==> src/rtl/bk_serial_wide_adder_if.sv <==
// Operand/result handshake bundle for the serial wide Brent-Kung adder.
// The slave modport is the adder side and the master modport is the producer/consumer side.
interface bk_serial_wide_adder_if #(
    parameter int WORDS = 4
);
    logic                  in_valid;
    logic                  in_ready;
    logic [16*WORDS-1:0]   op_a;
    logic [16*WORDS-1:0]   op_b;
    logic                  op_cin;
    logic                  op_sub;
    logic                  out_valid;
    logic                  out_ready;
    logic [16*WORDS-1:0]   out_sum;
    logic                  out_cout;
    logic                  busy;

    modport master (
        output in_valid, op_a, op_b, op_cin, op_sub, out_ready,
        input  in_ready, out_valid, out_sum, out_cout, busy
    );

    modport slave (
        input  in_valid, op_a, op_b, op_cin, op_sub, out_ready,
        output in_ready, out_valid, out_sum, out_cout, busy
    );
endinterface

==> src/rtl/bk_serial_wide_adder.sv <==
// Serial wide adder: one 16-bit Brent-Kung slice per clock, LSW first,
// carry held in a register between slices.
module bk_add16 (
    input  logic [15:0] a_i,
    input  logic [15:0] b_i,
    input  logic        cin_i,
    output logic [15:0] sum_o,
    output logic        cout_o
);
    // Carry-in is folded into bit 0's generate, so every prefix includes it
    function automatic logic [16:0] bk16(
        input logic [15:0] a,
        input logic [15:0] b,
        input logic        ci
    );
        logic [15:0] g, p, gg, pp;
        logic [15:0] c;
        g  = a & b;
        p  = a ^ b;
        gg = g;
        pp = p;
        gg[0] = g[0] | (p[0] & ci);
        for (int d = 1; d < 16; d = d * 2) begin
            for (int i = 2 * d - 1; i < 16; i = i + 2 * d) begin
                gg[i] = gg[i] | (pp[i] & gg[i-d]);
                pp[i] = pp[i] & pp[i-d];
            end
        end
        for (int d = 4; d >= 1; d = d / 2) begin
            for (int i = 3 * d - 1; i < 16; i = i + 2 * d) begin
                gg[i] = gg[i] | (pp[i] & gg[i-d]);
                pp[i] = pp[i] & pp[i-d];
            end
        end
        c = {gg[14:0], ci};
        return {gg[15], p ^ c};
    endfunction

    logic [16:0] res;

    always_comb begin
        res = bk16(a_i, b_i, cin_i);
    end

    assign sum_o  = res[15:0];
    assign cout_o = res[16];
endmodule

module bk_serial_wide_adder #(
    parameter int WORDS = 4
) (
    input  logic                    clk,
    input  logic                    rst,
    bk_serial_wide_adder_if.slave   bus
);
    localparam int W  = 16 * WORDS;
    localparam int IW = (WORDS > 1) ? $clog2(WORDS) : 1;
    localparam logic [IW-1:0] LAST = IW'(WORDS - 1);

    typedef enum logic [1:0] {
        IDLE = 2'd0,
        RUN  = 2'd1,
        DONE = 2'd2
    } state_t;

    state_t          state_q;
    logic [IW-1:0]   idx_q;
    logic            carry_q;
    logic [W-1:0]    a_q;
    logic [W-1:0]    b_q;
    logic [W-1:0]    sum_q;
    logic            cout_q;
    logic            valid_q;

    logic [15:0]     slice_a_d;
    logic [15:0]     slice_b_d;
    logic [15:0]     slice_sum_d;
    logic            slice_cout_d;

    always_comb begin
        slice_a_d = a_q[16*idx_q +: 16];
        slice_b_d = b_q[16*idx_q +: 16];
    end

    bk_add16 u_bk (
        .a_i    (slice_a_d),
        .b_i    (slice_b_d),
        .cin_i  (carry_q),
        .sum_o  (slice_sum_d),
        .cout_o (slice_cout_d)
    );

    always_ff @(posedge clk) begin
        if (rst) begin
            state_q <= IDLE;
            idx_q   <= '0;
            carry_q <= 1'b0;
            a_q     <= '0;
            b_q     <= '0;
            sum_q   <= '0;
            cout_q  <= 1'b0;
            valid_q <= 1'b0;
        end else begin
            unique case (state_q)
                IDLE: begin
                    if (bus.in_valid) begin
                        a_q     <= bus.op_a;
                        b_q     <= bus.op_sub ? ~bus.op_b : bus.op_b;
                        carry_q <= bus.op_sub | bus.op_cin;
                        idx_q   <= '0;
                        state_q <= RUN;
                    end
                end
                RUN: begin
                    sum_q[16*idx_q +: 16] <= slice_sum_d;
                    carry_q <= slice_cout_d;
                    if (idx_q == LAST) begin
                        idx_q   <= '0;
                        cout_q  <= slice_cout_d;
                        valid_q <= 1'b1;
                        state_q <= DONE;
                    end else begin
                        idx_q <= idx_q + 1'b1;
                    end
                end
                DONE: begin
                    if (bus.out_ready) begin
                        valid_q <= 1'b0;
                        state_q <= IDLE;
                    end
                end
                default: state_q <= IDLE;
            endcase
        end
    end

    assign bus.in_ready  = (state_q == IDLE) & ~rst;
    assign bus.out_valid = valid_q;
    assign bus.out_sum   = sum_q;
    assign bus.out_cout  = cout_q;
    assign bus.busy      = (state_q != IDLE);
endmodule
==> src/flat_wrapper.sv <==
// flat-port wrapper written by rule: the top's interface ports become plain ports
module bk_serial_wide_adder_flat 
#(
    parameter int WORDS = 4
)
  (clk, rst, bus_in_valid, bus_op_a, bus_op_b, bus_op_cin, bus_op_sub, bus_out_ready, bus_in_ready, bus_out_valid, bus_out_sum, bus_out_cout, bus_busy);
  bk_serial_wide_adder_if #(.WORDS(WORDS)) bus_i ();
  input  logic clk;
  input  logic rst;
  input wire logic [$bits(bus_i.in_valid)-1:0] bus_in_valid;
  input wire logic [$bits(bus_i.op_a)-1:0] bus_op_a;
  input wire logic [$bits(bus_i.op_b)-1:0] bus_op_b;
  input wire logic [$bits(bus_i.op_cin)-1:0] bus_op_cin;
  input wire logic [$bits(bus_i.op_sub)-1:0] bus_op_sub;
  input wire logic [$bits(bus_i.out_ready)-1:0] bus_out_ready;
  output wire logic [$bits(bus_i.in_ready)-1:0] bus_in_ready;
  output wire logic [$bits(bus_i.out_valid)-1:0] bus_out_valid;
  output wire logic [$bits(bus_i.out_sum)-1:0] bus_out_sum;
  output wire logic [$bits(bus_i.out_cout)-1:0] bus_out_cout;
  output wire logic [$bits(bus_i.busy)-1:0] bus_busy;
  assign bus_i.in_valid = bus_in_valid;
  assign bus_i.op_a = bus_op_a;
  assign bus_i.op_b = bus_op_b;
  assign bus_i.op_cin = bus_op_cin;
  assign bus_i.op_sub = bus_op_sub;
  assign bus_i.out_ready = bus_out_ready;
  assign bus_in_ready = bus_i.in_ready;
  assign bus_out_valid = bus_i.out_valid;
  assign bus_out_sum = bus_i.out_sum;
  assign bus_out_cout = bus_i.out_cout;
  assign bus_busy = bus_i.busy;
  bk_serial_wide_adder #(.WORDS(WORDS)) u_core (.clk(clk), .rst(rst), .bus(bus_i));
endmodule
==> config.mk <==
export PLATFORM = sky130hd
export DESIGN_NAME = bk_serial_wide_adder_flat
export DESIGN_NICKNAME = d
export VERILOG_FILES = /design/src/rtl/bk_serial_wide_adder_if.sv /design/src/rtl/bk_serial_wide_adder.sv /design/src/flat_wrapper.sv
export SDC_FILE = /design/constraint.sdc
export NUM_CORES = 1
export LEC_CHECK = 0
export CORE_MARGIN = 1.5
export CORE_UTILIZATION = 40
export CTS_CLUSTER_DIAMETER = 30
export DETAILED_ROUTE_END_ITERATION = 10
export GPL_TIMING_DRIVEN = 1
export PLACE_DENSITY = 0.7
export SLEW_MARGIN = 20
export SYNTH_ARGS = -nofsm -noshare
export SYNTH_HDL_FRONTEND = slang
export SYNTH_SLANG_ARGS = --single-unit
==> constraint.sdc <==
create_clock -name clk -period 4.85 [get_ports clk]
set_input_delay 0.97 -clock clk [delete_from_list [all_inputs] [get_ports clk]]
set_output_delay 0.97 -clock clk [all_outputs]
set_load 0.05 [all_outputs]
Word level (Yosys, flattened, before mapping)
Index checks and enable logic that the tools add are counted.
{ "word_totals": {"ff_bits": 199, "in_bits": 134, "wordCells": 115} }
{ "op_classes": {"n_addsub": 2, "eq_ne": 6, "shifts": 4, "muxes": 14, "n_bitwise": 72, "n_reduce_logical": 9} }
{ "ops": {"columns": ["operator", "n"], "rows": [
  ["$shiftx A64 B7 Y16", 2],
  ["$bwmux W64", 1],
  ["$mux W64", 1],
  ["$not A64 Y64", 1],
  ["$shift A16 B34 Y64 const A", 1],
  ["$shiftx A16 B34 Y64", 1],
  ["$and A1 B1 Y1", 39],
  ["$neg A6 Y34", 1],
  ["$xor A16 B16 Y16", 2],
  ["$or A1 B1 Y1", 28],
  ["$and A16 B16 Y16", 1],
  ["$mux W2", 5],
  ["$pmux W2 S3", 1],
  ["$reduce_and A2 Y1", 3],
  ["$reduce_and A3 Y1", 2],
  ["$reduce_bool A2 Y1", 3],
  ["$eq A2 B2 Y1 const B", 2],
  ["$ne A2 B2 Y1 const B", 2],
  ["$pmux W1 S2", 2],
  ["$pmux W2 S2", 1],
  ["$mux W1", 3],
  ["$add A2 B1 Y2 const B", 1],
  ["$eq A2 B1 Y1 const B", 1],
  ["$logic_not A2 Y1", 1],
  ["2 further kinds", 2]
]} }

Longest topological paths before layout
Gate-level depths: netlist of the first run.
{ "logic_depth": {"ltp_word": 19, "ltp_mapped": 14} }

Hierarchy
A second synthesis of the first run with hierarchy kept.
{ "unflattened": {"hier_cells": 927, "hier_area_um2": 9058.7} }
{ "modules_own_cells": {"columns": ["module", "instances", "cells_per_inst", "area_each_um2", "seq_area_each_um2"], "rows": [
  ["bk_serial_wide_adder", 1, 857, 8413.1, 3983.8],
  ["bk_add16", 1, 70, 645.6, 0.0]
]} }

Worst setup path before layout of the first run
No wires, ideal clock.
{ "synth_timing": {"path_type": "register to register", "from": "register u_core.idx_q[1]", "to": "register u_core.sum_q[63], in the netlist u_core.bus.out_sum[63]", "arrival_ns": 3.594, "required_time_ns": 4.722, "setup_slack_ns": 1.129, "path_stages_with_launch": 15, "path_buffers": 3, "synth_period_minus_slack_ns": 3.721, "path_cell_list": "dfxtp_1 buf_2 buf_2 buf_2 mux4_2 fa_1 fa_1 a211oi_1 o211ai_1 nand3_1 a31oi_1 fa_1 xor2_1 a22oi_1 nor2_1"} }
{ "synth_via": {"elab_chain_len": 19} }
{ "synth_rtl": {"columns": ["item", "line_no", "rtl"], "rows": [
  ["start: declaration", "bk_serial_wide_adder.sv:67", "logic [IW-1:0] idx_q;"],
  ["start signal: assignment", "bk_serial_wide_adder.sv:123", "idx_q <= idx_q + 1'b1;"],
  ["$shiftx A64 B7 Y16 (on tied branches)", "bk_serial_wide_adder.sv:81, bk_serial_wide_adder.sv:82", null],
  ["$xor A16 B16 Y16", "bk_serial_wide_adder.sv:19", "p = a ^ b;"],
  ["$and A1 B1 Y1", "bk_serial_wide_adder.sv:22", "gg[0] = g[0] | (p[0] & ci);"],
  ["$or A1 B1 Y1", "bk_serial_wide_adder.sv:22", null],
  ["$and A1 B1 Y1", "bk_serial_wide_adder.sv:25", "gg[i] = gg[i] | (pp[i] & gg[i-d]);"],
  ["$or A1 B1 Y1", "bk_serial_wide_adder.sv:25", null],
  ["$and A1 B1 Y1", "bk_serial_wide_adder.sv:25", null],
  ["$or A1 B1 Y1", "bk_serial_wide_adder.sv:25", null],
  ["[3 not listed]", null, null],
  ["$or A1 B1 Y1", "bk_serial_wide_adder.sv:31", "gg[i] = gg[i] | (pp[i] & gg[i-d]);"],
  ["$and A1 B1 Y1", "bk_serial_wide_adder.sv:31", null],
  ["$or A1 B1 Y1", "bk_serial_wide_adder.sv:31", null],
  ["$and A1 B1 Y1", "bk_serial_wide_adder.sv:31", null],
  ["$or A1 B1 Y1", "bk_serial_wide_adder.sv:31", null],
  ["$xor A16 B16 Y16", "bk_serial_wide_adder.sv:36", "return {gg[15], p ^ c};"],
  ["$shiftx A16 B34 Y64", "bk_serial_wide_adder.sv:115", "sum_q[16*idx_q +: 16] <= slice_sum_d;"],
  ["$bwmux W64 (*)", "bk_serial_wide_adder.sv:115", null],
  ["end signal: indexed assignment", "bk_serial_wide_adder.sv:115", null],
  ["end: declaration", "bk_serial_wide_adder.sv:71", "logic [W-1:0] sum_q;"]
]} }
Mark *: on every way between the ends. The rest lies on a longest branch, timed or not.
A chain may end at the register's enable or synchronous reset.

Final worst setup path of the first run
{ "layout_timing": {"from": "register u_core.idx_q[0]", "to": "register u_core.sum_q[15], in the netlist u_core.bus.out_sum[15]"} }
The elaborated chain is that of the path after synthesis.

==> results of run 1 <==
-- through the flow --
stage               area, um^2  hold WS [ns]  setup slack [ns]  util, %  power [mW]
finish                   11500         0.456             0.914     52.7        3.82
global route             11500         0.474             0.630     52.7        3.98
CTS                      11500         0.456             0.874     52.7        3.84
detailed placement       11000         0.447             0.933     50.2        2.51
global placement         11000         0.441              1.04     50.2        2.49
floorplan                 8940         0.433              1.13        -        2.24
-- cell families after synthesis --
kind of cell    share of synthesized area, %
compound gates                          16.7
simple gates                            14.0
xor+xnor                                6.95
fa+ha+maj                               4.81
flops                                   44.6
buf+inv                                 4.93
mux                                     8.06
-- per-layer routing --
metal  part of all wire, %  vias to the layer above  wire length, um  track usage [%]
li1                      -                     3585                -                -
met1                    46                     3458            11500             30.2
met2                    46                      266            11400             33.3
met3                   6.2                       35             1560             4.78
met4                   1.9                        0              466             6.59
met5                     0                        -                0                0
-- critical path, cell delays in order, from the launching register on --
cell and delay (ns):
dfxtp_2 0.69, mux4_2 0.60, fa_1 0.41, fa_1 0.44
a211oi_1 0.31, o211ai_1 0.19, nand3_1 0.16, a31oi_1 0.11
fa_1 0.38, xor2_1 0.30, a22oi_1 0.12, nor2_1 0.14
-- cell type report --
type | instances | share of cell area [%]
inverters | 14 | 0.455
clock inverters | 13 | 0.943
well taps | 280 | 3.03
repair buffers | 209 | 18.0
flip-flops and latches | 199 | 34.5
clock buffers | 19 | 3.84
multi-input cells | 649 | 39.2
-- worst paths after layout --
path                                 end  slack (ns)  cells past startpoint
setup / recovery  u_core.bus.out_sum[15]        0.91                     11
hold reg to reg           u_core.a_q[62]        0.46                      2
setup reg to reg  u_core.bus.out_sum[15]        0.91                     11
hold / removal            u_core.a_q[62]        0.46                      2
-- power by group through the flow --
stage          combinational (mW)  sequential [mW]  clock, mW
2_1_floorplan               0.421             1.82          0
3_3_place_gp                0.672             1.82          0
3_5_place_dp                0.684             1.83          0
4_1_cts                     0.688             1.79       1.36
5_1_grt                     0.748             1.80       1.43
6_report                    0.687             1.79       1.34
-- cell usage in the layout (no fill, tap or decap), types with 2 or more instances in the layout --
master,n
a2111oi_0,2
a211oi_1,66
a21o_1,3
a21oi_1,73
a22oi_1,67
buf_4,8
clkbuf_16,17
clkdlybuf4s50_1,199
clkinv_4,5
dfxtp_1,197
dfxtp_2,2
fa_1,9
ha_1,20
inv_1,14
inv_6,6
mux4_2,32
nand2_1,135
nand3_1,3
nand3b_4,3
nand4_1,2
nor2_1,142
nor4b_4,3
o211ai_1,2
o21a_1,4
xnor2_1,67
xor2_1,4
-- sequential cells by signal (all words and copies together) (netlist names) --
signal                flops
u_core.b_q               64
u_core.carry_q            1
u_core.state_q            2
u_core.bus.out_sum       64
u_core.idx_q              2
u_core.bus.out_cout       1
u_core.bus.out_valid      1
u_core.a_q               64
==> flow_summary_export.csv, run 1 <==
group,metric,value,unit
status,outcome,"finished, final reports clean",
yosys,netlist.area_leader.share,44.6,%
yosys,synth_edf_count,0,
setup_path,worst_setup_path_start_kind,"flip-flop",
clocking,cts_resized,0,
place,portBuffers,201,
pwr,cellPowerDensity,331,nW/um^2
routing,vias,7344,
floorplanning,die_y,153,um
yosys,yosys_warnings,0,
setup_path,end_kind,"flip-flop",
yosys,synth.distinct_cells,36,
layout,seq_area,3990,um^2
sta,fmax,254,MHz
yosys,syn_area,8940,um^2
sta,tns,0,ns
sta,worstMarginPinSlew,1.08,ns
floorplanning,die_w,153,um
pwr,vdd_drop_max,200,uV
clocking,clockRootBuffer,"clkbuf_16",
pwr,p_leak,4.19,nW
yosys,yosys_most_used_dff,"dfxtp_1",
layout,nFillCells,2034,
sta,setup_violations,0,
routing,drc,0,
layout,diodes,0,
layout,layout-drive-gt1-share,7.71,%
floorplanning,die_area,23300,um^2
sta,min_period,3.94,ns
routing,dr.pass1.iters,5,
yosys,synth_commonest_cells,"dfxtp_1, nor2_1, nand2_1",
yosys,synth-seq-cells,199,
yosys,syn_area_per_cell,9.54,um^2
yosys,synth.top_cells.by_area,"dfxtp_1, mux4_2, xnor2_1",
place,dp_cells,1351,
job,cap_viol_max_count,0,
global_routing,antenna_found_initial,0,
global_routing,grt.overflow.total,0,
sta,finalCritPeriodShare,81.2,%
sta,finalHoldViolCount,0,
yosys,syn_inst,937,
global_routing,grt_pass1_wl,39100,um
setup_path,crit_path_start,"u_core.idx_q[0]",
routing,wire_per_inst,18.0,um
place,hpwlAfterDp,18100,um
floorplanning,rows,54,
clocking,cts_inserted_buffers,17,
floorplanning,coreArea,21900,um^2
pwr,p_int,2.72,mW
layout,stdcell_count,1383,
setup_path,r2r_start,"u_core.idx_q[0]",
setup_path,crit_type,"reg -> reg",
layout,area_growth,29.1,%
floorplanning,start_util,40.8,%
min_path,hold_path_class,"reg -> reg",
yosys,yosys.cell_count.top_type,"dfxtp_1",
global_routing,grt_pass1_vias,7006,
clocking,clk_path_buf_depth,2,
routing,drtIter0Drc,584,
pwr,switchingPower,1.10,mW
yosys,seq_area_frac_synth,44.6,%
floorplanning,io_pins,202,
setup_path,crit_required,5.22,ns
global_routing,grt_usage,21.6,%
global_routing,grt_max_degree,89,
pwr,p_comb_share,18.0,%
pwr,power_frac_clock,35.1,%
clocking,cts_num_sinks,199,
yosys,async_flop_share,0,%
clocking,htree_levels,4,
layout,multiInputGateArea,4520,um^2
place,gp_congestion,0.837,
pwr,switching_share,28.8,%
sta,finalClockSkew,0.0124,ns
sta,relSlewSlack,27.7,%
min_path,hp-start,"u_core.a_q[62]",
routing,ant_nets,0,
clocking,holdBufCountCts,0,
yosys,synth_fp_nets,1100,
sta,slew_violations,0,
clocking,cts_setup_buffers,0,
clocking,cts_tree,"done",
pwr,sequentialPowerShare,46.9,%
routing,routed_wl,24900,um
sta,rsz0062_at_grt,"false",
clocking,clk_latency,0.45,ns
layout,nets,1253,
yosys,yosysTopAreaCell,"dfxtp_1",
setup_path,arrival,4.31,ns
routing,vias_per_cell,5.31,
clocking,clkTransAtPathRegs,0.07,ns
setup_path,crit_fanout,18,
Note: power is estimated with default switching activity, not from simulation.
==> run 2, diff against run 1 <==
Settings changed: PLACE_DENSITY 0.7 to 0.72.
Clock period 4.85 ns to 3.51 ns, I/O delays scaled along.
==> run 2 against run 1 <==
  * Cell area up 1.7%
  * Core utilization up 0.88 points
  * Maximum frequency up 19%
==> flow_summary_export.csv, run 2 (same netlist as run 1, synthesis figures left out) <==
group,metric,value,unit
routing,top_layer,"met4",
setup_path,reg2reg_depth,11,
place,hpwlAfterDp,17900,um
setup_path,end_kind,"flip-flop",
setup_path,worst_setup_path_start_kind,"flip-flop",
setup_path,max_stage_delay,0.53,ns
clocking,cts_num_sinks,199,
layout,nets,1265,
global_routing,grt_pass1_wl,37900,um
min_path,hold_depth,2,
floorplanning,die_y,153,um
floorplanning,start_util,40.8,%
floorplanning,die_area,23300,um^2
floorplanning,io_pins,202,
pwr,power_frac_clock,35.8,%
global_routing,antenna_found_initial,0,
global_routing,grt_max_degree,103,
pwr,p_comb_share,18.2,%
setup_path,crit_fanout,4,
setup_path,arrival,3.61,ns
pwr,p_int,3.93,mW
pwr,vdd_drop_max,283,uV
sta,finalHoldViolCount,0,
floorplanning,coreArea,21900,um^2
layout,area_growth,31.3,%
setup_path,path_depth,11,
global_routing,grt_usage,20.9,%
status,outcome,"finished, final reports clean",
job,cap_viol_max_count,0,
clocking,htree_levels,4,
routing,wl_met2,11300,um
sta,finalCritPeriodShare,94.6,%
setup_path,crit_type,"reg -> reg",
layout,layout-drive-gt1-share,8.89,%
clocking,cts_tree,"done",
layout,post-route-util,53.6,%
layout,nFillCells,1970,
place,pre_cts_ws,0.0434,ns
global_routing,grt_pass1_vias,6862,
layout,mostFrequentLayoutCells,"clkdlybuf4s50_1, dfxtp_1, nor2_1, nand2_1, a21oi_1",
place,portBuffers,201,
routing,drc,0,
floorplanning,rows,54,
clocking,clockRootBuffer,"clkbuf_16",
sta,slew_violations,0,
pwr,cellPowerDensity,457,nW/um^2
clocking,clk_latency,0.44,ns
routing,vias,7442,
setup_path,path_buf_inv,0,
layout,diodes,0,
pwr,switchingPower,1.43,mW
sta,worst_slack,0.190,ns
routing,wl_met3,1840,um
sta,setup_violations,0,
sta,min_period,3.32,ns
setup_path,cpMostUsedCell,"fa_2",
setup_path,path_delay_family,"adder cells",
sta,tns,0,ns
routing,routed_wl,24600,um
setup_path,crit_chain,"mux4_2 -> fa_2 -> fa_2 -> a211oi_2 -> o211ai_1 -> nand3_1 -> a31oi_1 -> fa_2 -> xor2_2 -> a22oi_1 -> nor2_1",
floorplanning,die_w,153,um
sta,finalClockSkew,0.00943,ns
layout,layout_commonest_cell,"clkdlybuf4s50_1",
clocking,clkTransAtPathRegs,0.07,ns
pwr,sequentialPowerShare,46.0,%
routing,vias_per_cell,5.34,
setup_path,crit_required,3.80,ns
pwr,p_leak,4.28,nW
clocking,clk_path_buf_depth,2,
min_path,hold_path_class,"reg -> reg",
sta,worstMarginPinSlew,1.04,ns
pwr,switching_share,26.7,%
clocking,holdBufCountCts,0,
routing,dr.pass1.iters,5,
routing,ant_nets,0,
place,gp_congestion,0.848,
clocking,cts_inserted_buffers,17,
routing,met1Wirelength,11000,um
routing,drtIter0Drc,646,
setup_path,critPathSlowestCell,"mux4_2",
sta,fmax,301,MHz
sta,relSlewSlack,30.9,%
routing,wire_per_inst,17.7,um
global_routing,grt.overflow.total,0,
sta,rsz0062_at_grt,"false",
[run 2: changes by cell type in the layout (fill, tap and decap cells not counted), sizes merged]
cell    delta
buf       +10
bufinv     +2
clkbuf     +6
clkinv     -3
inv        -5
[run 2: layer usage]
metal	GRT usage, %	up-vias
li1	-	3599
met2	32.7	314
met1	29.0	3500
met4	7.05	0
met3	4.07	29
met5	0	-
[run 2: final timing paths]
check	from	end	slack, ns
hold / removal	u_core.a_q[54]	u_core.a_q[54]	0.46
setup / recovery	u_core.idx_q[0]	u_core.bus.out_sum[31]	0.19
setup reg to reg	u_core.idx_q[0]	u_core.bus.out_sum[31]	0.19
hold reg to reg	u_core.a_q[54]	u_core.a_q[54]	0.46
[run 2: layout make-up]
class                      count  area, um^2  area share [%]
timing repair buffer         221        2220            18.9
sequential                   199        3990            34.0
multi-input combinational    649        4550            38.8
clock inverter                 7        95.1           0.810
clock buffer                  23         478            4.07
inverter                      14        52.6           0.448
tap                          280         350            2.98
[run 2: worst reg2reg max path: cells and delay by family, from the launching register on]
| kind | cells | cell delay [ns] |
|---|---|---|
| multiplexers | 1 | 0.53 |
| adder cells (fa/ha/maj) | 3 | 1.15 |
| AND/OR/NAND/NOR | 2 | 0.20 |
| AO/OA/AOI/OAI | 4 | 0.72 |
| XOR/XNOR | 1 | 0.17 |
| flip-flops | 1 | 0.40 |
[run 2: power by group through the flow]
stage          Combinational, mW  Sequential, mW  Clock [mW]
2_1_floorplan              0.585            2.52           0
3_3_place_gp               0.948            2.51           0
3_5_place_dp               0.959            2.51           0
4_1_cts                    0.963            2.46        1.95
5_1_grt                     1.06            2.48        2.03
6_report                   0.978            2.47        1.92
[run 2: timing repair]
item | in CTS | in global routing
buffers inserted | 0 | 1
endpoints found under the setup margin | 0 | 24
resized for setup | 0 | 7
[run 2: through the flow]
| step | power [mW] | hold slack (ns) | cell area, um^2 | std cells |
|---|---|---|---|---|
| floorplan | 3.10 | 0.433 | 8960 | 937 |
| global placement | 3.46 | 0.441 | 11100 | 1360 |
| detailed placement | 3.47 | 0.446 | 11100 | 1360 |
| CTS | 5.37 | 0.456 | 11700 | 1390 |
| global route | 5.57 | 0.473 | 11700 | 1393 |
| finish | 5.37 | 0.455 | 11700 | 1393 |
==> variant 1 (flow settings as in run 1) <==
`WORDS` is set to 4 in 3 places; all go to 8.
--- a/src/rtl/bk_serial_wide_adder_if.sv
+++ b/src/rtl/bk_serial_wide_adder_if.sv
@@ -2,5 +2,5 @@
 // The slave modport is the adder side and the master modport is the producer/consumer side.
 interface bk_serial_wide_adder_if #(
-    parameter int WORDS = 4
+    parameter int WORDS = 8
 );
     logic                  in_valid;
--- a/src/rtl/bk_serial_wide_adder.sv
+++ b/src/rtl/bk_serial_wide_adder.sv
@@ -48,5 +48,5 @@
 
 module bk_serial_wide_adder #(
-    parameter int WORDS = 4
+    parameter int WORDS = 8
 ) (
     input  logic                    clk,
--- a/src/flat_wrapper.sv
+++ b/src/flat_wrapper.sv
@@ -2,5 +2,5 @@
 module bk_serial_wide_adder_flat 
 #(
-    parameter int WORDS = 4
+    parameter int WORDS = 8
 )
   (clk, rst, bus_in_valid, bus_op_a, bus_op_b, bus_op_cin, bus_op_sub, bus_out_ready, bus_in_ready, bus_out_valid, bus_out_sum, bus_out_cout, bus_busy);
Interface: changed (resized bus_op_a, bus_op_b and bus_out_sum); port bits go from 202 to 394. No check against the original RTL was run, so the function may have changed too.
==> variant 1 against run 1 <==
  * Area after synthesis up 96%
  * Final area up 110%
  * Power rose to 2.8 times the old value
  * Sequential cell count up 193
  * Sequential share of layout area down 2.7 points
  * Routed wire length up 130%
  * Die area up 94%
  * Utilization up 4.5 points
  * Via count up 110%
  * First-iteration DRC count up 130%
  * Setup slack worse by 400 ps
  * Largest power group is now clock
==> variant 1: results (changes against run 1) <==
| Metric | Value |
|---|---|
| CTS max path bufs | 3 (+1) |
| DR vias | 15770 (+110%) |
| Wire length of the first global-routing pass | 85880 um (+120%) |
| Hold WS | 450.3 ps (-5.721 ps) |
| Met3 wire length | 4070 um (+160%) |
| Cell total after placement | 2857 (+110%) |
| CP max-delay cell | xor2_1 |
| Flop-to-flop setup slack | 520 ps (-400 ps) |
| CP top delay family | simple AND/OR/NAND/NOR gates |
| Lkg Pwr | 8.863 nW (+110%) |
| Grt met3 use | 5.303% (+0.52 points) |
| CP max stage delay | 720 ps (+30 ps) |
| Register area share after synthesis | 44.82% (+0.27 points) |
| Proportion of layout cells with a drive suffix above 1 | 10.82% (+3.1 points) |
| Post-Syn Area per Cell | 8.659 sq um (-9.3%) |
| Most frequent cells after synthesis | 499 x nand2_1, 392 x dfxtp_1, 251 x a21oi_1, 178 x nor2_1, 139 x a211oi_1 |
| Synth top area cells | dfxtp_1 45%, nand2_1 11%, mux4_2 8.2% |
| Routing usage on met1 | 30.48% (+0.27 points) |
| Netlist cell types | 44 (+22%) |
| 1st-iter DRT viols | 1315 (+130%) |
| Outcome | finished clean |
| H-tree Lvls | 3 (-1) |
| Routed wire per std cell | 19.02 um (+5.7%) |
| Total Power | 10.77 mW (+180%) |
| Nets | 2653 (+110%) |
| Hold path start | u_core.a_q[108] |
| Dpl ws | 543.4 ps (-389.2 ps) |
| Initial antenna violation count | 1 (+1) |
| Worst reg2reg path depth | 14 (+3) |
| Vias per cell | 5.227 (-1.6%) |
variant 1: changes by cell type after synthesis, moves of 36 or more:
cell      change
clkbuf_1     +46
nor2_1       +36
a22oi_1      -67
xnor2_1      +64
a211oi_1     +73
nand3_1      +79
dfxtp_1     +193
a21oi_1     +178
nand2_1     +363
variant 1: area by class of cell:
type	count	area [sq um]
antenna	1	2.502
clock buffer	98	2300
clock inverter	61	754.5
fill	3799	18460
inverter	14	52.55
multi-input combinational	1442	8776
sequential	392	7855
tap	585	732.0
timing repair buffer	424	4235
variant 1: kinds of logic (layout without fill, tap and decap cells):
| family | after synthesis | count (layout) | share of synthesized area, % |
|---|---|---|---|
| buf+inv | 188 | 597 | 5.110 |
| xor+xnor | 135 | 135 | 6.753 |
| flops | 392 | 392 | 44.82 |
| compound gates | 407 | 407 | 13.80 |
| other cells | 0 | 1 | 0 |
| mux | 67 | 67 | 8.404 |
| simple gates | 803 | 803 | 18.58 |
| fa+ha+maj | 30 | 30 | 2.530 |
==> variant 2 (settings of run 1) <==
Without the edit above. The 3 states of `state_t` get a one-hot encoding in 3 bits.
--- a/src/rtl/bk_serial_wide_adder.sv
+++ b/src/rtl/bk_serial_wide_adder.sv
@@ -58,8 +58,8 @@
     localparam logic [IW-1:0] LAST = IW'(WORDS - 1);
 
-    typedef enum logic [1:0] {
-        IDLE = 2'd0,
-        RUN  = 2'd1,
-        DONE = 2'd2
+    typedef enum logic [2:0] {
+        IDLE = 3'b001,
+        RUN  = 3'b010,
+        DONE = 3'b100
     } state_t;
 
Formal check against the unedited RTL: no difference found for any inputs over 4 cycles, from zero or initial values and one cycle with rst high; so few cycles prove little.
==> variant 2 against run 1 <==
  * Final area grew 1.2%
  * Global-route usage shrank 0.98 points
  * Die area is essentially flat
  * Synthesized cell count grew 3.6%
  * Setup slack lost 56 ps
  * Routed wire length shrank 2.6%
  * Utilization grew 0.63 points
  * Sequential cell count grew 1
  * Count of clock-buffer cells in the layout grew 2
  * Worst hold slack lost 2.6 ps
  * Power grew 2.1%
  * Area after synthesis is essentially flat
  * Largest cell class unchanged
  * Largest power group unchanged
==> variant 2: results (changes against run 1) <==
| Metric | Value |
|---|---|
| Outcome | finished clean |
| Data arrival, critical path | 4350 ps (+40 ps) |
| Largest net degree at the start of global routing | 150 (+69%) |
| Met2 wire length | 11070 um (-2.7%) |
| Finished Cell Area | 11690 sq um (+1.2%) |
| Nets | 1283 (+2.4%) |
| Reg clk slew, reported paths | 70 ps (about the same) |
| Vias per cell | 5.250 (-1.1%) |
| Most used DFF post-synth | dfxtp_1 |
| Dpl ws | 910.4 ps (-22.18 ps) |
| Post-DP Area | 11050 sq um (+0.54%) |
| Netlist cell types | 35 (-2.8%) |
| Hold path depth | 2 (unchanged) |
| Post-Syn Area per Cell | 9.213 sq um (-3.5%) |
| Lkg Pwr | 4.121 nW (-1.7%) |
| Synth top area cells | dfxtp_1 45%, mux4_2 8.1%, xnor2_1 6.7% |
| DP Wirelength | 17620 um (-2.4%) |
| Global placement routability congestion | 0.8454 (+0.97%) |
| Ys async rst share | 0% (unchanged) |
| Most frequent cells after synthesis | 200 x dfxtp_1, 151 x nand2_1, 129 x nor2_1, 90 x a21oi_1 |
| GRT Total Usage | 20.59% (-0.98 points) |
| Uppermost layer routed | met4 |
| Worst reg2reg path depth | 13 (+2) |
| Met3 wire length | 1433 um (-7.8%) |
| Vias in the first global route | 7024 (+0.26%) |
| Grt met3 use | 3.726% (-1.1 points) |
| Wire length of the first global-routing pass | 37920 um (-3.1%) |
| Setup Fix Bufs, Post-CTS | 0 (unchanged) |
| Proportion of layout cells with a drive suffix above 1 | 7.414% (-0.29 points) |
| 1st-iter DRT viols | 595 (+1.9%) |
| Final-report setup violation count | 0 (unchanged) |
| CTS max path bufs | 2 (unchanged) |
| Post-Syn Nets | 1134 (+3.1%) |
| CP max-delay cell | dfxtp_2 |
| Tightest Hold Check Type | reg -> reg |
| M2 GR Usage | 32.45% (-0.82 points) |
| Crit-path max FO | 28 (+10) |
| Register area share after synthesis | 44.76% (+0.21 points) |
| Sw Share | 26.27% (-2.5 points) |
| CP max stage delay | 900 ps (+210 ps) |
| Routed wire per std cell | 17.15 um (-4.7%) |
| Routed met1 length | 11370 um (-1.0%) |
| TritonRoute pass-1 iters | 5 (unchanged) |
| Routing usage on met1 | 28.84% (-1.4 points) |
| DR vias | 7418 (+1.0%) |
| Max-slew headroom | 28.70% (+0.99 points) |
| VDD IR max | 0.2522 mV (+26%) |
| Max Clock Skew | 9.582 ps (-2.849 ps) |
| Cell total after placement | 1381 (+2.2%) |
| Post-CTS Resized | 0 (unchanged) |
| H-tree Lvls | 4 (unchanged) |
==> variant 2: cell count changes after synthesis, sizes merged, moves of 3 or more <==
cell    change
a22oi      -19
clkbuf     +15
nand3      +10
a21oi      +17
nor3        +6
nand3b      -3
o21ai       +4
nor2       -13
inv         +8
buf        -13
nand2      +18
nor4b       -3
==> variant 2: cell families after synthesis <==
logic type | count (synthesis) | synth area share (%)
simple gates | 320 | 15.02
fa+ha+maj | 29 | 4.811
mux | 32 | 8.056
buf+inv | 99 | 4.615
flops | 200 | 44.76
compound gates | 220 | 15.79
xor+xnor | 71 | 6.951
==> variant 2: worst paths after layout <==
| path | from | endpoint | slack [ps] |
|---|---|---|---|
| setup / recovery | u_core.idx_q[0] | u_core.bus.out_sum[11] | 860 |
| hold reg to reg | u_core.a_q[49] | u_core.a_q[49] | 450 |
| setup reg to reg | u_core.idx_q[0] | u_core.bus.out_sum[11] | 860 |
| hold / removal | u_core.a_q[49] | u_core.a_q[49] | 450 |
==> variant 2: area by class of cell <==
type | count | area, sq um
inverter | 22 | 82.58
sequential | 200 | 4006
tap | 280 | 350.3
fill | 2004 | 10210
clock buffer | 21 | 470.5
multi-input combinational | 672 | 4534
timing repair buffer | 207 | 2081
clock inverter | 11 | 160.2
==> variant 2: tightest hold or removal path: cells and delay by family, from the launching register on <==
kind | cells | cell delay [ps]
and+or+nand+nor | 1 | 50
AOI/OAI and AO/OA | 1 | 50
DFF | 1 | 310
==> variant 2: power groups by stage <==
stage	Combinational (mW)	Clock (mW)	Sequential, mW
floorplan	0.373	0	1.81
global placement	0.591	0	1.83
detailed placement	0.600	0	1.83
CTS	0.602	1.52	1.79
global route	0.654	1.59	1.80
finish	0.598	1.51	1.79
